## src/rtl/mem_stall_ctrl.sv

```systemverilog
// Data-memory access sequencer and hazard controller for the 5-stage MIPS core.
// Freezes the pipeline while a MEM-stage access is outstanding and inserts load-use bubbles.
module mem_stall_ctrl #(
    parameter int TIMEOUT = 255,
    parameter int TW      = 8
) (
    input  logic        clk,
    input  logic        rst,
    input  logic        MemReadM,
    input  logic        MemWriteM,
    input  logic [31:0] ALUOutM,
    input  logic [31:0] WriteDataM,
    input  logic        MemtoRegE,
    input  logic [4:0]  WriteRegE,
    input  logic [4:0]  RsD,
    input  logic [4:0]  RtD,
    output logic        mem_req,
    output logic        mem_we,
    output logic [31:0] mem_addr,
    output logic [31:0] mem_wdata,
    input  logic        mem_ready,
    input  logic [31:0] mem_rdata,
    output logic [31:0] RD,
    output logic        StallF,
    output logic        StallD,
    output logic        StallE,
    output logic        StallM,
    output logic        FlushE,
    output logic        FlushW,
    output logic        mem_err
);

    typedef enum logic [1:0] {
        IDLE = 2'd0,
        WAIT = 2'd1,
        DONE = 2'd2
    } state_t;

    localparam logic [TW-1:0] CNT_LAST = TW'(TIMEOUT - 1);
    localparam logic [31:0]   ERR_DATA = 32'hDEADBEEF;

    state_t        state_reg, state_next;
    logic [TW-1:0] cnt_reg, cnt_next;
    logic [31:0]   rd_reg, rd_next;
    logic          err_reg, err_next;

    logic acc;
    logic mstall;
    logic lu;

    assign acc    = MemReadM | MemWriteM;
    assign mstall = ((state_reg == IDLE) & acc) | (state_reg == WAIT);
    assign lu     = MemtoRegE & (WriteRegE != 5'd0) &
                    ((WriteRegE == RsD) | (WriteRegE == RtD));

    always_ff @(posedge clk) begin
        if (rst) begin
            state_reg <= IDLE;
            cnt_reg   <= '0;
            rd_reg    <= '0;
            err_reg   <= 1'b0;
        end else begin
            state_reg <= state_next;
            cnt_reg   <= cnt_next;
            rd_reg    <= rd_next;
            err_reg   <= err_next;
        end
    end

    // A ready response in the last allowed WAIT cycle wins over the timeout.
    always_comb begin
        state_next = state_reg;
        cnt_next   = cnt_reg;
        rd_next    = rd_reg;
        err_next   = err_reg;
        case (state_reg)
            IDLE: begin
                if (acc) begin
                    state_next = WAIT;
                    cnt_next   = '0;
                end
            end
            WAIT: begin
                if (mem_ready) begin
                    state_next = DONE;
                    if (MemReadM) begin
                        rd_next = mem_rdata;
                    end
                end else if (cnt_reg == CNT_LAST) begin
                    state_next = DONE;
                    err_next   = 1'b1;
                    if (MemReadM) begin
                        rd_next = ERR_DATA;
                    end
                end else begin
                    cnt_next = cnt_reg + TW'(1);
                end
            end
            DONE: begin
                state_next = IDLE;
            end
            default: begin
                state_next = IDLE;
            end
        endcase
    end

    // Memory stall dominates; the load-use bubble is only seen once it releases.
    always_comb begin
        mem_req = 1'b0;
        StallF  = 1'b0;
        StallD  = 1'b0;
        StallE  = 1'b0;
        StallM  = 1'b0;
        FlushE  = 1'b0;
        FlushW  = 1'b0;
        if (!rst) begin
            if (mstall) begin
                mem_req = 1'b1;
                StallF  = 1'b1;
                StallD  = 1'b1;
                StallE  = 1'b1;
                StallM  = 1'b1;
                FlushW  = 1'b1;
            end else if (lu) begin
                StallF  = 1'b1;
                StallD  = 1'b1;
                FlushE  = 1'b1;
            end
        end
    end

    assign mem_we    = MemWriteM;
    assign mem_addr  = ALUOutM;
    assign mem_wdata = WriteDataM;
    assign RD        = rd_reg;
    assign mem_err   = err_reg;

endmodule

```

## config.mk

```make
export PLATFORM = sky130hd
export DESIGN_NAME = mem_stall_ctrl
export DESIGN_NICKNAME = d
export VERILOG_FILES = /design/src/rtl/mem_stall_ctrl.sv
export SDC_FILE = /design/constraint.sdc
export NUM_CORES = 1
export LEC_CHECK = 0
export BUFFER_PORTS_ARGS = -buffer_cell sky130_fd_sc_hd__buf_2
export CORE_MARGIN = 2
export CORE_UTILIZATION = 25
export DETAILED_ROUTE_END_ITERATION = 8
export PLACE_DENSITY_LB_ADDON = 0.15
export REMOVE_ABC_BUFFERS = 1
export SETUP_SLACK_MARGIN = 0.4
export SYNTH_ARGS = -nofsm -noshare
export SYNTH_HDL_FRONTEND = slang
export SYNTH_SLANG_ARGS = --single-unit
```

## constraint.sdc

```tcl
create_clock -name clk -period 3 [get_ports clk]
set_clock_uncertainty 0.1 [all_clocks]
set_input_delay 0.3 -clock clk [delete_from_list [all_inputs] [get_ports clk]]
set_output_delay 0.3 -clock clk [all_outputs]
set_load 0.05 [all_outputs]
```

==> reports/metrics.yaml <==
sta:
  report.final.slew_viol_count: 0
  tightestPinTransition_ns: 0.627
  max_freq_mhz: 491
  finalHoldViolCount: 0
  grt_setup_unrepaired: "no"
  slew_headroom: 0.582
  final.min_clock_period_ns: 2.04
  setup_viol: 0
  layout_worst_path_cycle_share: 0.679
synth:
  most_frequent_cells_after_synthesis: "sky130_fd_sc_hd__buf_4 (69), sky130_fd_sc_hd__dfxtp_1 (43), sky130_fd_sc_hd__a21oi_1 (38)"
  synthDominantCellAreaShare: 0.350
  async_reset_ff_frac: 0
  synth_top_cells_by_area: "sky130_fd_sc_hd__dfxtp_1 (35%), sky130_fd_sc_hd__buf_4 (21%), sky130_fd_sc_hd__a21oi_1 (7.7%)"
  synthesis.instances: 308
  ys_dominant_reg_cell: "sky130_fd_sc_hd__dfxtp_1"
  syn_area_per_cell_um2: 7.97
  synth.cell_area_um2: 2460
  synth_most_common_cell: "sky130_fd_sc_hd__buf_4"
  synth_cell_types: 35
  share_of_synthesized_area_occupied_by_flip_flops_and_latches: 0.350
  post_synth_edffs: 0
  yosysTopAreaCell: "sky130_fd_sc_hd__dfxtp_1"
  ys_seq_elements: 43
  ys.warnings.count: 0
critical_path:
  rr_worst_depth: 8
  endpoint_kind: "output pin"
  cp_max_fo: 7
  worst_setup_path_start_kind: "flop"
  critPathKind: "flop to output pin"
  worstPathArrival_ns: 1.64
  worst-endpoint-required_ns: 2.60
  worstReg2RegStart: "cnt_reg[0]"
  worstSetupStartpoint: "state_reg[0]"
grt:
  first_global_vias: 2135
  met1_usage: 0.150
  grt_max_degree: 33
  globalRoute.totalOverflow: 0
  grt_first_pass_wirelength_mm: 15.1
  global_route_met3_usage: 0.300
  antenna_found_initial: 0
  grt_usage: 0.203
  met2_usage: 0.288
  grt-busiest-layer: "met3"
clock_tree:
  postCtsSetupBuffers: 0
  cts.sink_count: 43
  hold_buffers: 0
  cts-htree-levels: 2
  cts_tree: "yes"
  cts.root.buffer_cell: "sky130_fd_sc_hd__clkbuf_8"
  clock_insertion_delay_worst_skew_ns: 0.29
  cts.reportedPaths.clkPinSlew_ns: 0.08
  cts.repair.resized: 0
  cts_buffers: 5
  max-clock-path-buffers: 2
placed_design:
  post_dp_cell_area_um2: 2560
  placer_s_final_routability_congestion_estimate: 0.985
  port-buffer-count: 93
  placed_cells: 459
  post-dp-hpwl_mm: 9.17
floorplan:
  core_um2: 9640
  die_area_um2: 10600
  cell_rows: 36
  start_util: 0.255
  ioPinCount: 222
  die_height_um: 103
  floorplan.die.width_um: 103
cells_and_area:
  postLayoutCoreUtil: 0.275
  antenna_cells_inserted: 0
  final.fill_count: 1120
  layout.cells.non_filler: 467
  area_delta_synth_final_pct: 7.85
  finalNetCount: 452
  largest_reg_flops: 32
  layout-drive-gt1-share: 0.326
  multi_input_area_um2: 921
  regArea_um2: 861
  final_area_um2: 2650
run_status:
  result_of_the_run: "finished, final reports clean"
pwr:
  power.density_nw_per_um2: 467
  peakVddDrop_mv: 0.218
  post-layout-total-power_uw: 1240
  total_leakage_power_uw: 0.00127
detailed_routing:
  via_per_inst: 4.55
  final_antenna_net_count: 0
  vias_after_detailed_routing: 2127
  drt_first_pass_iters: 4
  remaining_drc_errors: 0
  routed_wire_length_per_instance_um: 23.5
  routed_wirelength_mm: 11.0
  first_iter_violations: 88
worst_hold_path:
  worstHoldPathCells: 3
  hold_class: "input port to flop"
  timing.hold.worst.start: "mem_rdata[4]"
job:
  drv_cap: 0
## cell usage in the layout (no fill, tap or decap), drive strengths merged, types with 3 or more instances in the layout
cell type and n:
o21ai 13, buf 98, dfxtp 43, a21oi 38, nand2 13, o21a 24, nor2 10, nor3 7
clkbuf 6, xor2 10, a31oi 3, nand3 10, inv 30
## cell families after synthesis
logic type | share of synthesized area
compound gates | 0.209
buf+inv | 0.277
fa+ha+maj | 0.0102
xor+xnor | 0.0357
simple gates | 0.118
flops | 0.350
## area by class of cell
cell class,count,share of cell area
clock buffers,6,0.0274
multi-input cells,155,0.348
repair buffers,98,0.190
inverters,30,0.0425
well taps,133,0.0628
flip-flops and latches,43,0.325
clock inverters,2,0.00472
## where the power goes
| part | total, uW | internal (uW) | switching [uW] |
|---|---|---|---|
| Sequential | 604 | 592 | 12.7 |
| Combinational | 264 | 83.1 | 181 |
| Clock | 368 | 163 | 205 |
| Total | 1240 | 838 | 399 |
## final timing paths
| check | to | slack (ns) |
|---|---|---|
| setup / recovery | mem_req | 0.96 |
| hold / removal | RD[4] | 0.14 |
| setup reg to reg | RD[12] | 1.02 |
| hold reg to reg | RD[5] | 0.37 |
## per-stage QoR
step / TNS (ns) / hold slack [ns] / setup WS [ns]
after floorplan: -0.506 / 0.269 / -0.253
after global placement: 0 / 0.343 / 1.05
after detailed placement: 0 / 0.348 / 1.05
after CTS: 0 / 0.127 / 0.932
after global routing: 0 / 0.140 / 0.873
final: 0 / 0.138 / 0.962
## layer usage
metal	wire length (um)	share of wire
met5	134	0.012
met4	81	0.0074
met3	3520	0.32
met2	4270	0.39
met1	2980	0.27
## worst max-delay path: stages (launching register included)
cell,delay (ns)
sky130_fd_sc_hd__dfxtp_1,0.43
sky130_fd_sc_hd__nor2_1,0.09
sky130_fd_sc_hd__or3_1,0.38
sky130_fd_sc_hd__inv_1,0.16
sky130_fd_sc_hd__buf_2,0.29
(Power assumes the default switching activity.)
